File: src/rtl/pulse_mon_pkg.sv
// Shared types, default widths and saturating-counter helpers for the pulse train monitor.
package pulse_mon_pkg;

  localparam int unsigned DEF_CNT_W        = 8;
  localparam int unsigned DEF_WID_W        = 8;
  localparam int unsigned DEF_EXP_W        = 3;
  localparam int unsigned DEF_IDLE_TIMEOUT = 16;

  typedef enum logic [2:0] {
    ST_IDLE,
    ST_ARMED,
    ST_HIGH,
    ST_LOW,
    ST_DONE
  } state_e;

  // All-ones value of a w-bit counter, carried in 32 bits.
  function automatic logic [31:0] sat_max(input int unsigned w);
    if (w >= 32) return '1;
    return (32'(1) << w) - 32'(1);
  endfunction

  function automatic logic at_max(input logic [31:0] v, input int unsigned w);
    return v >= sat_max(w);
  endfunction

  function automatic logic [31:0] sat_inc(input logic [31:0] v, input int unsigned w);
    return at_max(v, w) ? v : v + 32'(1);
  endfunction

endpackage

File: src/rtl/pulse_mon_edge_det.sv
// Pulse input sampling and edge detection; PULSE_MON_SYNC_EN adds a 2-flop synchronizer.
module pulse_mon_edge_det (
  input  logic clk,
  input  logic rst_n,
  input  logic pulse,
  output logic pulse_s,
  output logic rise_c,
  output logic fall_c
);

  logic prev_q;

`ifdef PULSE_MON_SYNC_EN
  logic [1:0] sync_q;

  // Generator runs from the LA clock mux, so resynchronise first.
  always_ff @(posedge clk or negedge rst_n) begin
    if (!rst_n) begin
      sync_q  <= 2'b00;
      pulse_s <= 1'b0;
    end else begin
      sync_q  <= {sync_q[0], pulse};
      pulse_s <= sync_q[1];
    end
  end
`else
  always_ff @(posedge clk or negedge rst_n) begin
    if (!rst_n) pulse_s <= 1'b0;
    else        pulse_s <= pulse;
  end
`endif

  always_ff @(posedge clk or negedge rst_n) begin
    if (!rst_n) prev_q <= 1'b0;
    else        prev_q <= pulse_s;
  end

  assign rise_c = pulse_s & ~prev_q;
  assign fall_c = ~pulse_s & prev_q;

endmodule

File: src/rtl/pulse_train_monitor.sv
// Counts and measures a pulse train after arming, then self-checks the count at idle timeout.
// Optional build macro: PULSE_MON_SYNC_EN (synchronized pulse input).
module pulse_train_monitor
  import pulse_mon_pkg::*;
#(
  parameter int unsigned CNT_W        = DEF_CNT_W,
  parameter int unsigned WID_W        = DEF_WID_W,
  parameter int unsigned EXP_W        = DEF_EXP_W,
  parameter int unsigned IDLE_TIMEOUT = DEF_IDLE_TIMEOUT
) (
  input  logic             wb_clk_i,
  input  logic             wb_rst_i,
  input  logic             arm_i,
  input  logic [EXP_W-1:0] expected_i,
  input  logic             pulse_i,
  output logic             busy_o,
  output logic             done_o,
  output logic             match_o,
  output logic [CNT_W-1:0] count_o,
  output logic [WID_W-1:0] min_width_o,
  output logic [WID_W-1:0] max_width_o,
  output logic [WID_W-1:0] last_gap_o,
  output logic             ovf_o
);

  logic pulse_s, rise_c, fall_c;

  pulse_mon_edge_det u_edge_det (
    .clk     (wb_clk_i),
    .rst_n   (wb_rst_i),
    .pulse   (pulse_i),
    .pulse_s (pulse_s),
    .rise_c  (rise_c),
    .fall_c  (fall_c)
  );

  state_e           state_q, state_n;
  logic             arm_q;
  logic [EXP_W-1:0] exp_q, exp_n;
  logic [WID_W-1:0] wid_q, wid_n;
  logic [WID_W-1:0] gap_q, gap_n;
  logic [CNT_W-1:0] count_n;
  logic [WID_W-1:0] min_n, max_n, last_gap_n;
  logic             busy_n, done_n, match_n, ovf_n;

  // Next state and statistics; arm_i low overrides every other event.
  always_comb begin
    state_n    = state_q;
    exp_n      = exp_q;
    wid_n      = wid_q;
    gap_n      = gap_q;
    count_n    = count_o;
    min_n      = min_width_o;
    max_n      = max_width_o;
    last_gap_n = last_gap_o;
    ovf_n      = ovf_o;
    done_n     = done_o;
    match_n    = match_o;

    if (!arm_i) begin
      state_n = ST_IDLE;
      done_n  = 1'b0;
      match_n = 1'b0;
    end else begin
      case (state_q)
        ST_IDLE: begin
          if (!arm_q) begin
            count_n    = '0;
            min_n      = '1;
            max_n      = '0;
            last_gap_n = '0;
            ovf_n      = 1'b0;
            done_n     = 1'b0;
            match_n    = 1'b0;
            exp_n      = expected_i;
            state_n    = ST_ARMED;
          end
        end
        ST_ARMED: begin
          if (rise_c) begin
            count_n = CNT_W'(sat_inc(32'(count_o), CNT_W));
            ovf_n   = ovf_o | at_max(32'(count_o), CNT_W);
            wid_n   = WID_W'(1);
            state_n = ST_HIGH;
          end
        end
        ST_HIGH: begin
          if (fall_c) begin
            if (wid_q < min_width_o) min_n = wid_q;
            if (wid_q > max_width_o) max_n = wid_q;
            gap_n   = WID_W'(1);
            state_n = ST_LOW;
          end else begin
            wid_n = WID_W'(sat_inc(32'(wid_q), WID_W));
            ovf_n = ovf_o | at_max(32'(wid_q), WID_W);
          end
        end
        ST_LOW: begin
          if (rise_c) begin
            count_n    = CNT_W'(sat_inc(32'(count_o), CNT_W));
            ovf_n      = ovf_o | at_max(32'(count_o), CNT_W);
            wid_n      = WID_W'(1);
            last_gap_n = gap_q;
            state_n    = ST_HIGH;
          end else if (gap_q == WID_W'(IDLE_TIMEOUT)) begin
            done_n  = 1'b1;
            match_n = (count_o == CNT_W'(exp_q)) & ~ovf_o;
            state_n = ST_DONE;
          end else begin
            gap_n = WID_W'(sat_inc(32'(gap_q), WID_W));
            ovf_n = ovf_o | at_max(32'(gap_q), WID_W);
          end
        end
        ST_DONE: ;
        default: state_n = ST_IDLE;
      endcase
    end

    busy_n = (state_n == ST_ARMED) || (state_n == ST_HIGH) || (state_n == ST_LOW);
  end

  always_ff @(posedge wb_clk_i or negedge wb_rst_i) begin
    if (!wb_rst_i) begin
      state_q     <= ST_IDLE;
      arm_q       <= 1'b0;
      exp_q       <= '0;
      wid_q       <= '0;
      gap_q       <= '0;
      count_o     <= '0;
      min_width_o <= '1;
      max_width_o <= '0;
      last_gap_o  <= '0;
      ovf_o       <= 1'b0;
      busy_o      <= 1'b0;
      done_o      <= 1'b0;
      match_o     <= 1'b0;
    end else begin
      state_q     <= state_n;
      arm_q       <= arm_i;
      exp_q       <= exp_n;
      wid_q       <= wid_n;
      gap_q       <= gap_n;
      count_o     <= count_n;
      min_width_o <= min_n;
      max_width_o <= max_n;
      last_gap_o  <= last_gap_n;
      ovf_o       <= ovf_n;
      busy_o      <= busy_n;
      done_o      <= done_n;
      match_o     <= match_n;
    end
  end

endmodule

File: config.mk
export PLATFORM = sky130hd
export DESIGN_NAME = pulse_train_monitor
export DESIGN_NICKNAME = d
export VERILOG_FILES = /design/src/rtl/pulse_mon_pkg.sv /design/src/rtl/pulse_mon_edge_det.sv /design/src/rtl/pulse_train_monitor.sv
export SDC_FILE = /design/constraint.sdc
export NUM_CORES = 1
export LEC_CHECK = 0
export CAP_MARGIN = 25
export CORE_MARGIN = 1.5
export CORE_UTILIZATION = 40
export CTS_BUF_LIST = sky130_fd_sc_hd__clkbuf_8
export DETAILED_ROUTE_END_ITERATION = 7
export PLACE_DENSITY_LB_ADDON = 0.08
export SETUP_SLACK_MARGIN = 0.15
export SKIP_CTS_REPAIR_TIMING = 1
export SYNTH_ARGS = -nofsm -noshare
export SYNTH_HDL_FRONTEND = slang
export SYNTH_SLANG_ARGS = --single-unit
File: constraint.sdc
create_clock -name wb_clk_i -period 2.62 [get_ports wb_clk_i]
set_input_delay 0.393 -clock wb_clk_i [delete_from_list [all_inputs] [get_ports wb_clk_i]]
set_output_delay 0.393 -clock wb_clk_i [all_outputs]
set_load 0.02 [all_outputs]
==> results of run 1 <==
==> worst max-delay path, cell delays in order, from the launching register on <==
cell and delay, ps:
sky130_fd_sc_hd__dfrtp_1 430, sky130_fd_sc_hd__inv_2 90, sky130_fd_sc_hd__ha_4 110, sky130_fd_sc_hd__or3b_4 370, sky130_fd_sc_hd__or2_4 260, sky130_fd_sc_hd__a41o_4 290, sky130_fd_sc_hd__or4_4 610, sky130_fd_sc_hd__mux2_4 290
==> cell usage after synthesis (all sizes together), types with 2 or more instances <==
| master | instances |
|---|---|
| a311oi | 3 |
| a21o | 3 |
| o31ai | 8 |
| dfstp | 8 |
| or2 | 7 |
| or3b | 3 |
| o21ai | 21 |
| nor2b | 9 |
| or3 | 4 |
| nand2 | 27 |
| nor3 | 6 |
| a31oi | 3 |
| buf | 3 |
| a311o | 2 |
| nand4 | 6 |
| clkbuf | 11 |
| a21oi | 17 |
| and2 | 5 |
| a41o | 2 |
| nor2 | 15 |
| and3b | 3 |
| o211ai | 4 |
| o41ai | 7 |
| xnor2 | 4 |
| mux2i | 3 |
| mux2 | 6 |
| dfrtp | 53 |
| a211oi | 2 |
| or4 | 6 |
| o22a | 8 |
| nand2b | 6 |
| and3 | 5 |
| nand3 | 9 |
| nor4 | 4 |
| ha | 19 |
| inv | 25 |
| a22o | 9 |
==> layer usage <==
metal / up-vias / GRT usage, %
met4: 0 / 7.48
met5: - / 0
met1: 1414 / 28.0
met3: 10 / 3.87
met2: 58 / 30.0
li1: 1441 / -
==> registers in the layout, indices dropped and copies added (netlist names), 3 cells and up <==
signal	cells
count_o	8
exp_q	3
gap_q	8
last_gap_o	8
max_width_o	8
min_width_o	8
state_q	3
wid_q	8
==> worst paths after layout <==
path                                                    to                      start  slack [ps]  cells past startpoint
worst max register to register        wid_q[0]$_DFFE_PN0P_       gap_q[0]$_DFFE_PN0P_          70                      7
worst min register to register   last_gap_o[0]$_DFFE_PN0P_  last_gap_o[0]$_DFFE_PN0P_         480                      2
min in group wb_clk_i            last_gap_o[0]$_DFFE_PN0P_  last_gap_o[0]$_DFFE_PN0P_         480                      2
worst min-delay path                  gap_q[2]$_DFFE_PN0P_                   wb_rst_i         110                      1
max in group asynchronous       min_width_o[6]$_DFFE_PN1P_                   wb_rst_i        1830                      2
worst max-delay path                  wid_q[0]$_DFFE_PN0P_       gap_q[0]$_DFFE_PN0P_          70                      7
==> where the power goes <==
part           total [mW]  internal, mW  switching [mW]
sequential           1.09          1.02          0.0718
clock                1.08         0.707           0.376
combinational       0.606         0.297           0.309
==> cell families (layout without fill, tap and decap cells) <==
kind of cell	after synthesis	after routing	synth area share [%]
compound gates	99	99	21.2
xor+xnor	4	4	1.01
fa+ha+maj	19	19	6.84
buf+inv	39	111	4.50
flops	61	61	44.2
mux	9	9	2.91
simple gates	120	120	19.4
==> through the flow <==
| step | cell area (um^2) | util [%] | worst slack, ps | cells | total power [mW] |
|---|---|---|---|---|---|
| 2_1_floorplan | 3480 | - | 152 | 351 | 1.45 |
| 3_3_place_gp | 4140 | 49.9 | 58.5 | 506 | 1.65 |
| 3_5_place_dp | 4140 | 49.9 | 23.3 | 506 | 1.67 |
| 4_1_cts | 4400 | 53.0 | 96.0 | 522 | 2.76 |
| 5_1_grt | 4460 | 53.8 | 15.7 | 528 | 2.94 |
| 6_report | 4460 | 53.8 | 69.6 | 528 | 2.78 |
==> cell type report <==
cell class | count | area [um^2] | share of cell area [%]
multi-input cells | 251 | 1800 | 40.4
well taps | 105 | 131 | 2.94
clock inverters | 4 | 93.8 | 2.10
repair buffers | 70 | 638 | 14.3
flip-flops and latches | 61 | 1540 | 34.4
clock buffers | 12 | 165 | 3.70
inverters | 25 | 93.8 | 2.10
==> metrics.cfg, run 1 <==
[routing]
detailroute.via_count = 2923
wl_per_cell_um = 15.5
post-route-drc-count = 0
drt_first_pass_iters = 4
1st_iter_drt_viols = 222
detail_route.wirelength_um = 8170
drtAntennaViolNets = 0
detail_route.vias_per_cell = 5.54
top_layer = met4
routed-wl-met2_um = 3670
routed-wl-met3_um = 313
wl_met1_um = 4070

[cells_and_area]
most_common_library_cell_in_the_layout_ignoring_fill_and_taps = sky130_fd_sc_hd__dfrtp_1
n_antenna_cell = 0
fillers = 773
synthToLayoutAreaGrowth_pct = 28.4
mostFrequentLayoutCells = sky130_fd_sc_hd__dfrtp_1 (52), sky130_fd_sc_hd__clkdlybuf4s50_1 (41), sky130_fd_sc_hd__nand2_1 (27), sky130_fd_sc_hd__buf_4 (27), sky130_fd_sc_hd__inv_1 (24)
post_layout_net_count = 444
final_layout_size_suffix_gt1_share_pct = 19.9

[clock_network]
number_of_buffers_on_the_longest_clock_path = 2
clk_pin_slew_worst_paths_ps = 70
clock_sink_count = 61
clock_latency_ps = 340
cts_inserted_buffers = 9
htreeDepth = 3
tritoncts = done
ctsRootBufferMaster = sky130_fd_sc_hd__clkbuf_8

[sta]
max_slew.worst_pin.slew_ps = 965
report.final.hold_viol_count = 0
worst_clock_skew_ps = 11.5
finalCriticalPeriod_ps = 2550
whs_ps = 107
setup_violations = 0
post_route_clock_period_utilization_pct = 97.3
final_count_of_pins_violating_max_slew = 0
slew-limit-headroom_pct = 35.2
unrepaired_setup_endpoints_after_global_routing = true
max_freq_ghz = 0.392
timing.setup.tns_ps = 0

[global_routing]
grt_pass1_wl_um = 13900
initial_antenna_violation_count = 0
globalRouteTotalUtil_pct = 19.9
maximum_number_of_pins_on_one_net_before_global_route_repair = 32
grt_pass1_vias = 2876
grt-ovfl-total = 0

[critical_path]
timing_worst_setup_path_type = flip-flop to flip-flop
setup.worst_path.end_class = flip-flop
timing.critical_path.arrival_ps = 2780
critPathLaunchType = flip-flop
cp.required_ps = 2850
timing.critical_path.fanout_max = 7

[synth]
synth_top_flop_cell = sky130_fd_sc_hd__dfrtp_1
synth-seq-cells = 61
yosysSeqAreaShare_pct = 44.2
syn-num-nets = 377
synth_top_area_share_pct = 38.1
post-synth-top-area-cell = sky130_fd_sc_hd__dfrtp_1
share_of_async_settable_or_async_resettable_flops_after_synthesis_pct = 100
number_of_synthesized_flops_with_an_enable_pin = 0
synth-warning-count = 0
synthesis.area_mm2 = 0.00348
synth_area_leaders = sky130_fd_sc_hd__dfrtp_1 (38%), sky130_fd_sc_hd__ha_1 (6.8%), sky130_fd_sc_hd__dfstp_2 (6.0%)
postSynthAreaPerCell_um2 = 9.91
postSynthCellCount = 351
synth.lib_cells_used.distinct = 63

[die]
fp.dieW_um = 96.2
die_y_um = 96.2
row_count = 33
design.core.area_mm2 = 0.00830
top_level_port_count = 43
initial_core_util_pct = 41.9
floorplan.die_area_mm2 = 0.00926

[placement]
place_congestion = 0.829
port_bufs = 42
place_hpwl_um = 5990

[outcome]
outcome = finished clean

[job]
count_of_maximum_capacitance_violations = 0

[power_and_ir_drop]
cellLeakagePower_nw = 1.96
power-per-cell-area_mw_per_mm2 = 623
peakVddDrop_v = 0.000248

[hold_path]
worst_hold_path_type = input port to async pin

Note: power is estimated with default switching activity, not from simulation.
==> inputs of run 2 (changes only) <==
Settings changed: PLACE_DENSITY set to 0.64, PLACE_DENSITY_LB_ADDON 0.08 to unset.
==> metrics.cfg, run 2 (synthesis gave the netlist of run 1 again) <==
[outcome]
outcome = finished clean

[clock_network]
number_of_buffers_on_the_longest_clock_path = 2
cts_inserted_buffers = 9
ctsRootBufferMaster = sky130_fd_sc_hd__clkbuf_8
htreeDepth = 3
clock_sink_count = 61
tritoncts = done
clock_latency_ps = 340
clk_pin_slew_worst_paths_ps = 70

[routing]
detailroute.via_count = 2898
1st_iter_drt_viols = 104
post-route-drc-count = 0
drt_first_pass_iters = 4
wl_per_cell_um = 14.9
detail_route.vias_per_cell = 5.49
drtAntennaViolNets = 0
detail_route.wirelength_um = 7870

[critical_path]
timing.critical_path.arrival_ps = 2790
cp.required_ps = 2850
worst_setup_path_startpoint = gap_q[5]$_DFFE_PN0P_
reg2reg_to = wid_q[0]$_DFFE_PN0P_
slowest_stage = sky130_fd_sc_hd__or4_4
setup.worst_path.end_class = flip-flop
crit_path_end = wid_q[0]$_DFFE_PN0P_
reg2regPathDepth = 5
register_to_register_setup_slack_ps = 70
critPathLaunchType = flip-flop
critical_path.max_stage_delay_ps = 620
timing.critical_path.depth = 5
cpLargestDelayFamily = simple AND/OR/NAND/NOR gates
rr_startpoint = gap_q[5]$_DFFE_PN0P_
critical_path_buf_inv_count = 0
timing.critical_path.fanout_max = 7
timing_worst_setup_path_type = flip-flop to flip-flop
path_cells = or4b_4 > or2_4 > a41o_4 > or4_4 > mux2_4

[sta]
finalCriticalPeriod_ps = 2550
unrepaired_setup_endpoints_after_global_routing = true
report.final.hold_viol_count = 0
slew-limit-headroom_pct = 41.0
final_count_of_pins_violating_max_slew = 0
timing.setup.tns_ps = 0
post_route_clock_period_utilization_pct = 97.5
max_slew.worst_pin.slew_ps = 879
worst_clock_skew_ps = 7.89
max_freq_ghz = 0.392
setup_violations = 0

[placement]
port_bufs = 42
place_congestion = 0.886
place_hpwl_um = 5680
dpl_cell_area_mm2 = 0.00413

[hold_path]
worst_hold_path_type = input port to async pin

[die]
design.core.area_mm2 = 0.00830
top_level_port_count = 43
row_count = 33
fp.dieW_um = 96.2
die_y_um = 96.2
initial_core_util_pct = 41.9
floorplan.die_area_mm2 = 0.00926

[cells_and_area]
most_common_library_cell_in_the_layout_ignoring_fill_and_taps = sky130_fd_sc_hd__dfrtp_1
fin_area_mm2 = 0.00445
synthToLayoutAreaGrowth_pct = 27.9
final_layout_size_suffix_gt1_share_pct = 19.4
mostFrequentLayoutCells = sky130_fd_sc_hd__dfrtp_1 (52), sky130_fd_sc_hd__clkdlybuf4s50_1 (41), sky130_fd_sc_hd__nand2_1 (27), sky130_fd_sc_hd__buf_4 (27), sky130_fd_sc_hd__inv_1 (24)
post_layout_net_count = 444
n_antenna_cell = 0

[power_and_ir_drop]
peakVddDrop_v = 0.000261
power-per-cell-area_mw_per_mm2 = 606
cellLeakagePower_nw = 1.97

[global_routing]
globalRouteTotalUtil_pct = 18.6
grt_pass1_vias = 2707
initial_antenna_violation_count = 0
grt_pass1_wl_um = 13100
grt-ovfl-total = 0
maximum_number_of_pins_on_one_net_before_global_route_repair = 37

[job]
count_of_maximum_capacitance_violations = 0

run 2: area by class of cell:
| cell class | instances | area, um^2 |
|---|---|---|
| inverters | 25 | 93.8 |
| flip-flops and latches | 61 | 1540 |
| clock buffers | 10 | 138 |
| clock inverters | 6 | 110 |
| fillers | 761 | 3850 |
| well taps | 105 | 131 |
| repair buffers | 70 | 638 |
| multi-input cells | 251 | 1800 |
run 2: worst min path at each step:
stage                             end  slack [ps]  cells past startpoint
2_1_floorplan         arm_q$_DFF_PN0_         100                      0
3_3_place_gp   count_o[1]$_DFFE_PN0P_         430                      1
3_5_place_dp     exp_q[1]$_DFFE_PN0P_         440                      1
4_1_cts          exp_q[1]$_DFFE_PN0P_          60                      1
5_1_grt          exp_q[1]$_DFFE_PN0P_         100                      1
6_report         exp_q[1]$_DFFE_PN0P_          50                      1
run 2: through the flow:
| stage | power [mW] | hold WS [ps] | utilization, % | worst slack (ps) | instances |
|---|---|---|---|---|---|
| 6_report | 2.70 | 47.1 | 53.6 | 66.7 | 528 |
| 5_1_grt | 2.85 | 96.9 | 53.6 | 48.7 | 528 |
| 4_1_cts | 2.71 | 62.8 | 52.8 | 71.8 | 521 |
| 3_5_place_dp | 1.66 | 436 | 49.8 | 50.0 | 505 |
| 3_3_place_gp | 1.64 | 427 | 49.8 | 63.0 | 505 |
| 2_1_floorplan | 1.45 | 97.4 | - | 152 | 351 |
run 2: metal layers:
metal  vias up  GRT usage (%)  share of wire (%)
met1      1393           26.0                 50
met5         -              0                  0
met2        50           28.9                 46
li1       1446              -                  -
met4         0           5.51                1.2
met3         9           3.71                3.3
run 2: report_power, final:
| group | internal, mW | switching [mW] | total, mW | leakage [nW] |
|---|---|---|---|---|
| Sequential | 1.02 | 0.0733 | 1.09 | 0.797 |
| Clock | 0.656 | 0.391 | 1.05 | 0.119 |
| Combinational | 0.275 | 0.279 | 0.554 | 1.06 |
| Total | 1.95 | 0.743 | 2.70 | 1.97 |
==> inputs of run 3 (changes only) <==
Settings changed: PLACE_DENSITY 0.64 to unset.
==> metrics.cfg, run 3 (synthesis gave the netlist of run 1 again) <==
[outcome]
outcome = finished clean

[critical_path]
path_cells = or4b_4 > or2_4 > a41o_4 > or4_4 > mux2_4
timing.critical_path.arrival_ps = 2730
setup.worst_path.end_class = flip-flop
timing.critical_path.fanout_max = 7
critical_path.max_stage_delay_ps = 610
timing_worst_setup_path_type = flip-flop to flip-flop
cpLargestDelayFamily = simple AND/OR/NAND/NOR gates
cp.required_ps = 2840
critical_path_buf_inv_count = 0
timing.critical_path.depth = 5
slowest_stage = sky130_fd_sc_hd__or4_4
critPathLaunchType = flip-flop
reg2regPathDepth = 5

[global_routing]
grt_pass1_wl_um = 13300
grt_pass1_vias = 2699
grt-ovfl-total = 0
maximum_number_of_pins_on_one_net_before_global_route_repair = 29
globalRouteTotalUtil_pct = 19.1
initial_antenna_violation_count = 0

[cells_and_area]
final-instance-count-excl-fill = 526
most_common_library_cell_in_the_layout_ignoring_fill_and_taps = sky130_fd_sc_hd__dfrtp_1
final_layout_size_suffix_gt1_share_pct = 18.3
synthToLayoutAreaGrowth_pct = 24.6
post_layout_net_count = 443
mostFrequentLayoutCells = sky130_fd_sc_hd__dfrtp_1 (52), sky130_fd_sc_hd__clkdlybuf4s50_1 (41), sky130_fd_sc_hd__inv_1 (27), sky130_fd_sc_hd__nand2_1 (27), sky130_fd_sc_hd__buf_4 (26)
n_antenna_cell = 0

[clock_network]
tritoncts = done
clock_latency_ps = 330
clock_sink_count = 61
cts_inserted_buffers = 9
ctsRootBufferMaster = sky130_fd_sc_hd__clkbuf_8
number_of_buffers_on_the_longest_clock_path = 2
htreeDepth = 3
clk_pin_slew_worst_paths_ps = 70

[sta]
worst_clock_skew_ps = 7.21
setup_violations = 0
post-route-worst-setup-slack_ps = 110
report.final.hold_viol_count = 0
post_route_clock_period_utilization_pct = 95.8
max_freq_ghz = 0.398
max_slew.worst_pin.slew_ps = 934
unrepaired_setup_endpoints_after_global_routing = true
slew-limit-headroom_pct = 37.3
finalCriticalPeriod_ps = 2510
final_count_of_pins_violating_max_slew = 0
timing.setup.tns_ps = 0

[routing]
drtAntennaViolNets = 0
wl_per_cell_um = 15.3
drt_first_pass_iters = 4
detail_route.wirelength_um = 8050
detailroute.via_count = 2917
1st_iter_drt_viols = 139
post-route-drc-count = 0
detail_route.vias_per_cell = 5.55

[job]
count_of_maximum_capacitance_violations = 0

[placement]
place_hpwl_um = 5850
numPlacedInstances = 505
setup_slack_at_placement_ps = 40.3
place_congestion = 0.857
port_bufs = 42

[die]
initial_core_util_pct = 41.9
row_count = 33
die_y_um = 96.2
design.core.area_mm2 = 0.00830
fp.dieW_um = 96.2
floorplan.die_area_mm2 = 0.00926
top_level_port_count = 43

[hold_path]
worst_hold_path_type = input port to async pin

[power_and_ir_drop]
power-per-cell-area_mw_per_mm2 = 542
peakVddDrop_v = 0.000203
cellLeakagePower_nw = 1.91

-- run 3: per-stage QoR --
stage | total power [mW] | utilization, % | cell area (um^2) | hold slack (ps)
after floorplan | 1.45 | - | 3480 | 97.4
after global placement | 1.63 | 49.6 | 4120 | 227
after detailed placement | 1.64 | 49.6 | 4120 | 227
after CTS | 2.36 | 51.5 | 4280 | -136
after global routing | 2.50 | 52.2 | 4330 | 422
final | 2.35 | 52.2 | 4330 | 410
-- run 3: metal layers --
layer	wire length [um]	part of all wire (%)	track usage (%)	vias up
met5	0	0	0	-
met4	98	1.2	7.35	0
met3	233	2.9	3.32	6
met2	3790	47	30.5	48
met1	3920	49	25.7	1418
li1	-	-	-	1445
-- run 3: power breakdown --
part	switching [mW]	leakage [nW]	internal, mW
combinational	0.268	1.02	0.273
clock	0.348	0.0957	0.350
sequential	0.0887	0.797	1.02
-- run 3: area by class of cell --
cell class,count,area (um^2)
Fill cell,772,3970
Clock buffer,10,138
Clock inverter,5,21.3
Tap cell,105,131
Sequential cell,61,1540
Timing Repair Buffer,69,621
Inverter,25,93.8
Multi-Input combinational cell,251,1790
-- run 3: path summary, 6_finish.rpt --
| path | from | to | slack (ps) |
|---|---|---|---|
| worst max-delay path | gap_q[7]$_DFFE_PN0P_ | wid_q[0]$_DFFE_PN0P_ | 110 |
| worst min-delay path | wb_rst_i | last_gap_o[2]$_DFFE_PN0P_ | 410 |
| worst max register to register | gap_q[7]$_DFFE_PN0P_ | wid_q[0]$_DFFE_PN0P_ | 110 |
| worst min register to register | last_gap_o[6]$_DFFE_PN0P_ | last_gap_o[6]$_DFFE_PN0P_ | 480 |
| max in group asynchronous | wb_rst_i | min_width_o[3]$_DFFE_PN1P_ | 1580 |
| min in group wb_clk_i | last_gap_o[6]$_DFFE_PN0P_ | last_gap_o[6]$_DFFE_PN0P_ | 480 |
-- run 3: worst reg2reg max path: cells and delay by family, from the launching register on --
family	cells	cell delay [ps]
AOI/OAI and AO/OA	1	260
muxes	1	280
DFF	1	410
and+or+nand+nor	3	1450
